<file path="src/rtl/fp_pkg.sv">
// FP32 field widths, round-mode encodings and special-case codes shared by the FPU datapath blocks.
package fp_pkg;

  localparam int FP_W   = 32;
  localparam int EXP_W  = 8;
  localparam int FRAC_W = 23;
  localparam int MANT_W = 24;
  localparam int BIAS   = 127;
  localparam int ITER   = 26;

  localparam logic [31:0] QNAN = 32'h7FC0_0000;

  localparam logic [1:0] RM_POS_INF = 2'b00;
  localparam logic [1:0] RM_NEG_INF = 2'b01;
  localparam logic [1:0] RM_RNE     = 2'b10;
  localparam logic [1:0] RM_ZERO    = 2'b11;

  typedef enum logic [1:0] {
    SP_NONE = 2'd0,
    SP_NAN  = 2'd1,
    SP_INF  = 2'd2,
    SP_ZERO = 2'd3
  } special_e;

  typedef enum logic [1:0] {
    ST_IDLE  = 2'd0,
    ST_DIV   = 2'd1,
    ST_ROUND = 2'd2
  } div_state_e;

  typedef struct packed {
    logic                 sign;
    logic [EXP_W-1:0]     exp;
    logic [FRAC_W-1:0]    frac;
  } fp32_t;

  // Subnormals count as zero throughout the FPU.
  function automatic logic fp_is_zero(input logic [31:0] x);
    return x[30:23] == 8'h00;
  endfunction

  function automatic logic fp_is_inf(input logic [31:0] x);
    return (x[30:23] == 8'hFF) && (x[22:0] == 23'd0);
  endfunction

  function automatic logic fp_is_nan(input logic [31:0] x);
    return (x[30:23] == 8'hFF) && (x[22:0] != 23'd0);
  endfunction

endpackage

</file>
<file path="src/rtl/fp_divider_if.sv">
// Operand/result bundle of the sequential FP32 divider: start/done handshake plus busy.
interface fp_divider_if;
  import fp_pkg::*;

  logic        start;
  logic [31:0] A;
  logic [31:0] B;
  logic [1:0]  round_mode;
  logic        busy;
  logic        done;
  logic [31:0] resultDiv;
  logic        errorDiv;
  logic        overflowDiv;

  modport master (
    output start, A, B, round_mode,
    input  busy, done, resultDiv, errorDiv, overflowDiv
  );

  modport slave (
    input  start, A, B, round_mode,
    output busy, done, resultDiv, errorDiv, overflowDiv
  );

endinterface

</file>
<file path="src/rtl/fp_round_pack.sv">
// Rounds a normalized sign/exponent/mantissa with guard+sticky and packs it into FP32 with range flags.
// Purely combinational; no handshake.
module fp_round_pack
  import fp_pkg::*;
(
  input  logic              sign,
  input  logic signed [9:0] exponent,
  input  logic [23:0]       mant,
  input  logic              guard,
  input  logic              sticky,
  input  logic [1:0]        round_mode,
  output fp32_t             result,
  output logic              error,
  output logic              overflow
);

  logic              inc;
  logic [24:0]       mant_inc;
  logic [22:0]       frac_r;
  logic signed [9:0] exp_r;

  always_comb begin
    inc = 1'b0;
    case (round_mode)
      RM_RNE:     inc = guard & (sticky | mant[0]);
      RM_POS_INF: inc = ~sign & (guard | sticky);
      RM_NEG_INF: inc = sign & (guard | sticky);
      default:    inc = 1'b0;
    endcase
  end

  assign mant_inc = {1'b0, mant} + {24'd0, inc};

  always_comb begin
    // Carry out of the mantissa means it rolled over to 1.000..., renormalize.
    if (mant_inc[24]) begin
      frac_r = mant_inc[23:1];
      exp_r  = exponent + 10'sd1;
    end else begin
      frac_r = mant_inc[22:0];
      exp_r  = exponent;
    end
  end

  always_comb begin
    result   = '{sign: sign, exp: exp_r[7:0], frac: frac_r};
    error    = 1'b0;
    overflow = 1'b0;
    if (exp_r >= 10'sd255) begin
      result   = '{sign: sign, exp: 8'hFF, frac: 23'd0};
      error    = 1'b1;
      overflow = 1'b1;
    end else if (exp_r <= 10'sd0) begin
      result = '{sign: sign, exp: 8'h00, frac: 23'd0};
    end
  end

endmodule

</file>
<file path="src/rtl/fp_divider.sv">
// Sequential FP32 divider A/B using a radix-2 restoring mantissa loop, one quotient bit per cycle.
// Fixed 27-cycle latency start->done; start is ignored while busy and accepted again in the done cycle.
module fp_divider
  import fp_pkg::*;
(
  input  logic          clk,
  input  logic          rst_n,
  fp_divider_if.slave   div
);

  div_state_e        state, state_d;
  logic [4:0]        cnt;
  logic              sign_q;
  logic signed [9:0] exp_q;
  logic [23:0]       mb_q;
  logic [25:0]       rem_q;
  logic [25:0]       q_q;
  logic [1:0]        rm_q;
  special_e          sp_q;
  logic              sp_err_q;
  fp32_t             res_q;
  logic              err_q;
  logic              ovf_q;
  logic              done_q;

  // Operand classification at capture time.
  logic              a_zero, a_inf, a_nan, b_zero, b_inf, b_nan;
  special_e          sp_cap;
  logic              sp_err_cap;
  logic signed [9:0] exp_cap;

  assign a_zero = fp_is_zero(div.A);
  assign a_inf  = fp_is_inf(div.A);
  assign a_nan  = fp_is_nan(div.A);
  assign b_zero = fp_is_zero(div.B);
  assign b_inf  = fp_is_inf(div.B);
  assign b_nan  = fp_is_nan(div.B);

  always_comb begin
    sp_cap     = SP_NONE;
    sp_err_cap = 1'b0;
    if (a_nan || b_nan || (a_zero && b_zero) || (a_inf && b_inf)) begin
      sp_cap     = SP_NAN;
      sp_err_cap = 1'b1;
    end else if (b_zero && !a_inf) begin
      sp_cap     = SP_INF;
      sp_err_cap = 1'b1;
    end else if (a_inf) begin
      sp_cap = SP_INF;
    end else if (a_zero || b_inf) begin
      sp_cap = SP_ZERO;
    end
  end

  assign exp_cap = $signed({2'b00, div.A[30:23]}) - $signed({2'b00, div.B[30:23]}) + 10'sd127;

  // One restoring step; the remainder stays below 2*Mb so 25 bits survive the shift.
  logic        rem_ge;
  logic [24:0] rem_sub;
  assign rem_ge  = rem_q >= {2'b00, mb_q};
  assign rem_sub = rem_ge ? 25'(rem_q - {2'b00, mb_q}) : rem_q[24:0];

  // Normalize the 26-bit quotient to a 24-bit mantissa plus guard/sticky.
  logic signed [9:0] norm_exp;
  logic [23:0]       norm_mant;
  logic              norm_g, norm_s;

  always_comb begin
    if (q_q[25]) begin
      norm_mant = q_q[25:2];
      norm_g    = q_q[1];
      norm_s    = q_q[0] | (rem_q != 26'd0);
      norm_exp  = exp_q;
    end else begin
      norm_mant = q_q[24:1];
      norm_g    = q_q[0];
      norm_s    = rem_q != 26'd0;
      norm_exp  = exp_q - 10'sd1;
    end
  end

  fp32_t pk_res;
  logic  pk_err, pk_ovf;

  fp_round_pack u_round_pack (
    .sign       (sign_q),
    .exponent   (norm_exp),
    .mant       (norm_mant),
    .guard      (norm_g),
    .sticky     (norm_s),
    .round_mode (rm_q),
    .result     (pk_res),
    .error      (pk_err),
    .overflow   (pk_ovf)
  );

  fp32_t fin_res;
  logic  fin_err, fin_ovf;

  always_comb begin
    fin_res = pk_res;
    fin_err = pk_err;
    fin_ovf = pk_ovf;
    case (sp_q)
      SP_NAN: begin
        fin_res = QNAN;
        fin_err = sp_err_q;
        fin_ovf = 1'b0;
      end
      SP_INF: begin
        fin_res = '{sign: sign_q, exp: 8'hFF, frac: 23'd0};
        fin_err = sp_err_q;
        fin_ovf = 1'b0;
      end
      SP_ZERO: begin
        fin_res = '{sign: sign_q, exp: 8'h00, frac: 23'd0};
        fin_err = 1'b0;
        fin_ovf = 1'b0;
      end
      default: ;
    endcase
  end

  always_ff @(posedge clk or negedge rst_n) begin
    if (!rst_n) state <= ST_IDLE;
    else        state <= state_d;
  end

  always_comb begin
    state_d = state;
    case (state)
      ST_IDLE:  if (div.start) state_d = ST_DIV;
      ST_DIV:   if (cnt == 5'd0) state_d = ST_ROUND;
      ST_ROUND: state_d = ST_IDLE;
      default:  state_d = ST_IDLE;
    endcase
  end

  always_ff @(posedge clk or negedge rst_n) begin
    if (!rst_n) begin
      cnt      <= 5'd0;
      sign_q   <= 1'b0;
      exp_q    <= 10'sd0;
      mb_q     <= 24'd0;
      rem_q    <= 26'd0;
      q_q      <= 26'd0;
      rm_q     <= 2'b00;
      sp_q     <= SP_NONE;
      sp_err_q <= 1'b0;
      res_q    <= '0;
      err_q    <= 1'b0;
      ovf_q    <= 1'b0;
      done_q   <= 1'b0;
    end else begin
      done_q <= 1'b0;
      case (state)
        ST_IDLE: begin
          if (div.start) begin
            cnt      <= 5'(ITER - 1);
            sign_q   <= div.A[31] ^ div.B[31];
            exp_q    <= exp_cap;
            mb_q     <= {1'b1, div.B[22:0]};
            rem_q    <= {3'b001, div.A[22:0]};
            q_q      <= 26'd0;
            rm_q     <= div.round_mode;
            sp_q     <= sp_cap;
            sp_err_q <= sp_err_cap;
          end
        end
        ST_DIV: begin
          rem_q <= {rem_sub, 1'b0};
          q_q   <= {q_q[24:0], rem_ge};
          cnt   <= cnt - 5'd1;
        end
        ST_ROUND: begin
          res_q  <= fin_res;
          err_q  <= fin_err;
          ovf_q  <= fin_ovf;
          done_q <= 1'b1;
        end
        default: ;
      endcase
    end
  end

  assign div.busy        = state != ST_IDLE;
  assign div.done        = done_q;
  assign div.resultDiv   = res_q;
  assign div.errorDiv    = err_q;
  assign div.overflowDiv = ovf_q;

endmodule
</file>
<file path="src/flat_wrapper.sv">
// flat-port wrapper written by rule: the top's interface ports become plain ports
module fp_divider_flat import fp_pkg::*;
  (clk, rst_n, div_start, div_A, div_B, div_round_mode, div_busy, div_done, div_resultDiv, div_errorDiv, div_overflowDiv);
  fp_divider_if div_i ();
  input  logic clk;
  input  logic rst_n;
  input wire logic [$bits(div_i.start)-1:0] div_start;
  input wire logic [$bits(div_i.A)-1:0] div_A;
  input wire logic [$bits(div_i.B)-1:0] div_B;
  input wire logic [$bits(div_i.round_mode)-1:0] div_round_mode;
  output wire logic [$bits(div_i.busy)-1:0] div_busy;
  output wire logic [$bits(div_i.done)-1:0] div_done;
  output wire logic [$bits(div_i.resultDiv)-1:0] div_resultDiv;
  output wire logic [$bits(div_i.errorDiv)-1:0] div_errorDiv;
  output wire logic [$bits(div_i.overflowDiv)-1:0] div_overflowDiv;
  assign div_i.start = div_start;
  assign div_i.A = div_A;
  assign div_i.B = div_B;
  assign div_i.round_mode = div_round_mode;
  assign div_busy = div_i.busy;
  assign div_done = div_i.done;
  assign div_resultDiv = div_i.resultDiv;
  assign div_errorDiv = div_i.errorDiv;
  assign div_overflowDiv = div_i.overflowDiv;
  fp_divider u_core (.clk(clk), .rst_n(rst_n), .div(div_i));
endmodule
</file>
<file path="config.mk">
export PLATFORM = sky130hd
export DESIGN_NAME = fp_divider_flat
export DESIGN_NICKNAME = d
export VERILOG_FILES = /design/src/rtl/fp_pkg.sv /design/src/rtl/fp_divider_if.sv /design/src/rtl/fp_round_pack.sv /design/src/rtl/fp_divider.sv /design/src/flat_wrapper.sv
export SDC_FILE = /design/constraint.sdc
export NUM_CORES = 1
export LEC_CHECK = 0
export CORE_AREA = 8 8 179 113
export DETAILED_ROUTE_END_ITERATION = 8
export DIE_AREA = 0 0 187 121
export DONT_BUFFER_PORTS = 1
export GPL_TIMING_DRIVEN = 0
export PLACE_DENSITY = 0.7
export SKIP_CTS_REPAIR_TIMING = 1
export SLEW_MARGIN = 20
export SYNTH_ARGS = -nofsm -noshare
export SYNTH_HDL_FRONTEND = slang
export SYNTH_SLANG_ARGS = --single-unit
export TNS_END_PERCENT = 20
</file>
<file path="constraint.sdc">
create_clock -name clk -period 14.33 [get_ports clk]
set_input_delay 1.433 -clock clk [delete_from_list [all_inputs] [get_ports clk]]
set_output_delay 1.433 -clock clk [all_outputs]
set_load 0.01 [all_outputs]
</file>
; ---- Yosys cells after proc, flatten, opt, wreduce, memory -nomap -nowiden
; Index checks and enable logic that the tools add are counted.
[word_totals]
regBits = 134
inputBits = 69
out_inout_bits = 36
wordCells = 104
[op_classes]
magnitude_cmp = 3
n_reduce_logical = 29
add_sub_neg = 7
n_eq_ne = 11
bitwise = 8
muxes = 30
[op_table]
columns = cell, n
row1 = case mux 26 bit (2 select lines), 2
row2 = case mux 32 bit (3 select lines), 1
row3 = 2-to-1 mux 31 bit, 2
row4 = 2-to-1 mux 26 bit, 2
row5 = logical NOT 23 bit, 2
row6 = nonzero test 23 bit, 2
row7 = greater-or-equal comparator 26 x 24 -> 1 bit, 1
row8 = nonzero test 26 bit, 1
row9 = adder 24 x 1 -> 25 bit, 1
row10 = 2-to-1 mux 25 bit, 1
row11 = subtractor 25 x 24 -> 25 bit, 1
row12 = 2-to-1 mux 24 bit, 1
row13 = 2-to-1 mux 23 bit, 1
row14 = 2-to-1 mux 10 bit, 2
row15 = == test 8 bit (second input constant), 2
row16 = logical NOT 8 bit, 2
row17 = 2-to-1 mux 2 bit, 6
row18 = adder 10 x 2 -> 10 bit (second input constant), 1
row19 = adder 10 x 8 -> 10 bit (second input constant), 1
row20 = greater-or-equal comparator 10 x 9 -> 1 bit (second input constant), 1
row21 = <= comparator 10 x 1 -> 1 bit (second input constant), 1
row22 = case mux 5 bit (2 select lines), 1
row23 = subtractor 10 x 2 -> 10 bit (second input constant), 1
row24 = subtractor 8 x 8 -> 9 bit, 1
row25 = other kinds (23), 51

; ---- Longest topological paths before layout
[logic_depth]
depth_word = 12
ltp_mapped = 22
mapped_depth_nobuf = 15

; ---- Hierarchy
; A second synthesis with hierarchy kept.
[hier_totals]
hier_cells = 1170
hier_area_um2 = 9525.4
[by_module_without_submodules]
columns = module, area_per_inst_um2, seq_area_each_um2, instances, cells_each
row1 = fp_divider, 8129.0, 3353.2, 1, 965
row2 = fp_round_pack, 1396.3, 0.0, 1, 205

; ---- Least setup slack after synthesis
; No wires, ideal clock.
[synth_timing]
path_type = flip-flop to flip-flop
from = reg u_core.q_q[25]
to = reg u_core.res_q, in the netlist u_core.div.resultDiv[21]
required_time_ps = 14264
slack_ps = 9667
n_path_buf = 6
setup_time_ps = 66
arrival_ps = 4597
stages_incl_launch_ff = 22
period_less_slack_ps = 4663
path_cell_list = dfrtp_1 buf_6 buf_6 clkbuf_1 buf_2 buf_1 a211oi_1 nand4_1 o31ai_1 a211oi_1 ha_1 ha_1 nand2_1 nor4b_4 nand4_2 nor2_4 nor4b_4 mux2i_1 mux2i_2 nor3b_2 buf_6 a22o_1
[synth_via]
elab_chain_len = 10
word_cells_on_any_way = 19
cone_classes = add/sub: 2 / order compare: 2 / mux: 10 / bitwise: 5
[synth_rtl]
columns = element, line
row1 = from (decl), fp_divider.sv:17  ; logic [25:0] q_q;
row2 = from (signal assigned), fp_divider.sv:172  ; q_q <= {q_q[24:0], rem_ge};
row3 = 2-to-1 mux 1 bit / 2-to-1 mux 24 bit (equally long branches), fp_divider.sv:69  ; if (q_q[25]) begin
row4 = OR 1 bit (on tied branches), "fp_round_pack.sv:26, fp_round_pack.sv:27, fp_round_pack.sv:25"
row5 = AND 1 bit (on tied branches), "fp_round_pack.sv:27, fp_round_pack.sv:25, fp_round_pack.sv:26"
row6 = case mux 1 bit (3 select lines), fp_round_pack.sv:24  ; case (round_mode)
row7 = adder 24 x 1 -> 25 bit, fp_round_pack.sv:32  ; assign mant_inc = {1'b0, mant} + {24'd0, inc};
row8 = 2-to-1 mux 10 bit, fp_round_pack.sv:36  ; if (mant_inc[24]) begin
row9 = <= comparator 10 x 1 -> 1 bit, fp_round_pack.sv:53  ; end else if (exp_r <= 10'sd0) begin
row10 = 2-to-1 mux 31 bit, fp_round_pack.sv:53
row11 = 2-to-1 mux 31 bit (*), fp_round_pack.sv:49  ; if (exp_r >= 10'sd255) begin
row12 = case mux 32 bit (3 select lines) (*), fp_divider.sv:104  ; case (sp_q)
row13 = to (signal assigned), fp_divider.sv:176  ; res_q <= fin_res;
row14 = to (decl), fp_divider.sv:21  ; fp32_t res_q;
; Every way passes the cells marked *; elsewhere a longest branch is shown, timed or not.
; A chain may end at the register's enable or synchronous reset.

; ---- Worst setup path after layout
[layout_timing]
from = reg u_core.q_q[25]
to = reg u_core.res_q, in the netlist u_core.div.resultDiv[3]
; The elaborated chain is that of the path after synthesis.

==> metrics <==
crit path kind=flip-flop to flip-flop; Async SR Flop Fraction=100%; Req. time, crit path=14,690 ps; TritonCTS clock tree=yes; core area=17,600 um2; Fin Setup TNS=0 ps; worst hold endpoint=u_core.mb_q[23]; Post-synth EDFFs=0; r2r setup slk=8100 ps; max-cap violations=0; clk_skew=10.3 ps; CTS Sinks=134; max-slew violation count=0; Clock Tree Buf Depth=2; met2 GRT Util=32.1%; Top FF cell, synth=dfrtp_1; Pwr Density=261 nW/um2; post-route cell area=10,400 um2; final hold vios=0; final setup fails=0; largest net degree at the start of global routing=135; Area Overhead vs Synth=9.33%; Syn Area/Cell=8.56 um2; vias in the first global route=7,830; Overflow after GRT=0; RSZ-0062 raised after global routing=false; CTS Buf Count=17; max_slew headroom=35.6%; worst hold stages=2; # rows=38; drt pass-1 iters=5; drt initial violations=997; Finished Core Util=58.9%; initial antenna violation count=0; Die Y=121 um; setup slack after placement=8210 ps; Worst Setup Start Kind=flip-flop; Starting Density=53.9%; Routed WL=27.3 mm; met1 GRT Util=36.6%; Via density=6.07; period utilisation layout=43.5%; die area=22,600 um2; post-route ant nets=0; die width=187 um; yosys warns=0; worst setup margin=8100 ps; worst setup path start=u_core.q_q[25]; HP Start=u_core.mb_q[23]; Diodes inserted=0; Seq/Total Area, Yosys=35.3%; routing usage on met3=8.35%; first-pass GRT wire length=44.1 mm; Finished Layout Cells=1,381; R2R Path End=u_core.div.resultDiv[3]; Net Count, Synth=1,224; CP max FO=10; Cells after Synth=1,110; Total Routing Usage GR=24.2%; Placer Congestion=0.906; Hold Crit Class=flip-flop to flip-flop; Leak=4.52 nW; Clock Latency Late Sink=430 ps; DR vias=8,385; Synth Register Bits=134; Nets=1,243; share of layout cells above drive strength 1=7.45%; critical path capture point type=flip-flop; Critical Path AT=6590 ps; Reg clk slew, reported paths=60 ps; Residual DRC=0; io pins=105; f_max=0.161 GHz; synthesized cell area=9510 um2; CTS H-tree lvls=4; Netlist cell types=85; placed instance count=1,350; Root Driver=clkbuf_16; worst slew pin tran=964 ps; Worst IR Drop VDD=115 uV; average wire per standard cell=19.8 um; fin crit period=6230 ps; Post-DP Area=9810 um2; cells on worst reg2reg path=21; post-DP HPWL=20.6 mm; number of port buffers=0; global routing's busiest layer=met1; FF-to-FF Start=u_core.q_q[25]; status=finished clean
cells in the mapped netlist (all sizes together) (3+ instances only):
master   number  share of area (%)
nand2       153                6.0
dfrtp       134                 35
o21ai       113                5.9
inv          64                2.5
nor2         57                2.3
a21oi        56                3.0
xnor2        47                4.3
ha           43                5.7
clkbuf       41                1.6
mux2i        33                3.5
xor2         30                2.8
nand3        27                1.5
buf          26                1.7
nor4         24                1.7
nand4        23                1.6
and3         19                1.3
a22o         18                1.7
nor3         17                1.0
nand2b       15                1.1
a21o         14                1.1
nor2b        12               0.79
a22oi        11               0.87
and2         10               0.66
mux2         10                1.2
o211ai        9               0.71
a211oi        8               0.63
a221o         8               0.84
o21bai        8               0.63
a31oi         7               0.46
a2111oi       5               0.66
or3           5               0.33
or4           5               0.39
a211o         4               0.37
nor4b         4               0.68
o31ai         4               0.32
a21boi        3               0.24
nor3b         3               0.29
o21a          3               0.24
o311ai        3               0.28
o41ai         3               0.47
or2           3               0.22
worst max-delay path by stage:
stage / endpoint / slack [ps]
final: u_core.div.resultDiv[3] / 8100
after global routing: u_core.div.resultDiv[1] / 7720
after CTS: u_core.div.resultDiv[3] / 8160
after detailed placement: u_core.div.resultDiv[9] / 8210
after global placement: u_core.div.resultDiv[5] / 8220
after floorplan: u_core.div.resultDiv[21] / 9670
metal layers:
layer / vias up / wire (um)
li1: 3994 / -
met1: 4021 / 13500
met2: 342 / 10600
met3: 28 / 2970
met4: 0 / 302
met5: - / 0
logic make-up (layout without fill, tap and decap cells):
family / count (synthesis) / in the layout / synth area share, %
adder cells (fa/ha/maj): 45 / 45 / 6.08
XOR/XNOR: 78 / 78 / 7.33
flip-flops: 134 / 134 / 35.3
buffers and inverters: 132 / 163 / 5.88
multiplexers: 43 / 43 / 4.74
AO/OA/AOI/OAI: 291 / 291 / 19.9
AND/OR/NAND/NOR: 387 / 387 / 20.8
worst max-delay path, cell delays in order (launching register included):
cell and delay, ps:
dfrtp_1 340, buf_6 150, buf_6 160, clkbuf_1 440, buf_2 360, buf_1 540
a211oi_1 210, nand4_1 220, o31ai_1 100, a211oi_1 270, ha_1 260, ha_1 200
nand2_1 120, nor4b_4 510, nand4_2 250, nor2_4 290, nor4b_4 300, mux2i_1 390
mux2i_2 380, nor3b_2 320, buf_6 190, a22o_1 140
through the flow:
step | hold slack, ps | power, mW
2_1_floorplan | 418 | 1.86
3_3_place_gp | 432 | 2.20
3_5_place_dp | 436 | 2.23
4_1_cts | 449 | 2.69
5_1_grt | 486 | 2.93
6_report | 449 | 2.72
sequential cells by signal, summed over array words and instances, names as in the netlist:
signal / count
u_core.div.overflowDiv: 1
u_core.sign_q: 1
u_core.sp_err_q: 1
u_core.div.done: 1
u_core.q_q: 26
u_core.div.resultDiv: 32
u_core.rem_q: 26
u_core.div.errorDiv: 1
u_core.exp_q: 10
u_core.state: 2
u_core.cnt: 5
u_core.mb_q: 24
u_core.rm_q: 2
u_core.sp_q: 2
report_power, final:
group	internal, mW	leakage, nW	switching, mW
clock network	0.273	0.281	0.171
logic	0.649	2.53	0.957
registers	0.531	1.70	0.135
placed cells by master (no fill, tap or decap), types with 25 or more instances in the layout:
| master | count |
|---|---|
| nand2_1 | 153 |
| dfrtp_1 | 134 |
| o21ai_0 | 111 |
| inv_1 | 64 |
| nor2_1 | 56 |
| a21oi_1 | 55 |
| xnor2_1 | 47 |
| ha_1 | 43 |
| clkbuf_1 | 42 |
| mux2i_1 | 32 |
| xor2_1 | 30 |
| nand3_1 | 25 |
final cells by class:
cell class                      instances  area, um2
Multi-Input combinational cell        844       5600
Inverter                               65        244
Clock buffer                           23        488
Tap cell                              240        300
Fill cell                            1571       7250
Buffer                                 67        315
Sequential cell                       134       3350
Clock inverter                          8       97.6
(Power assumes the default switching activity.)
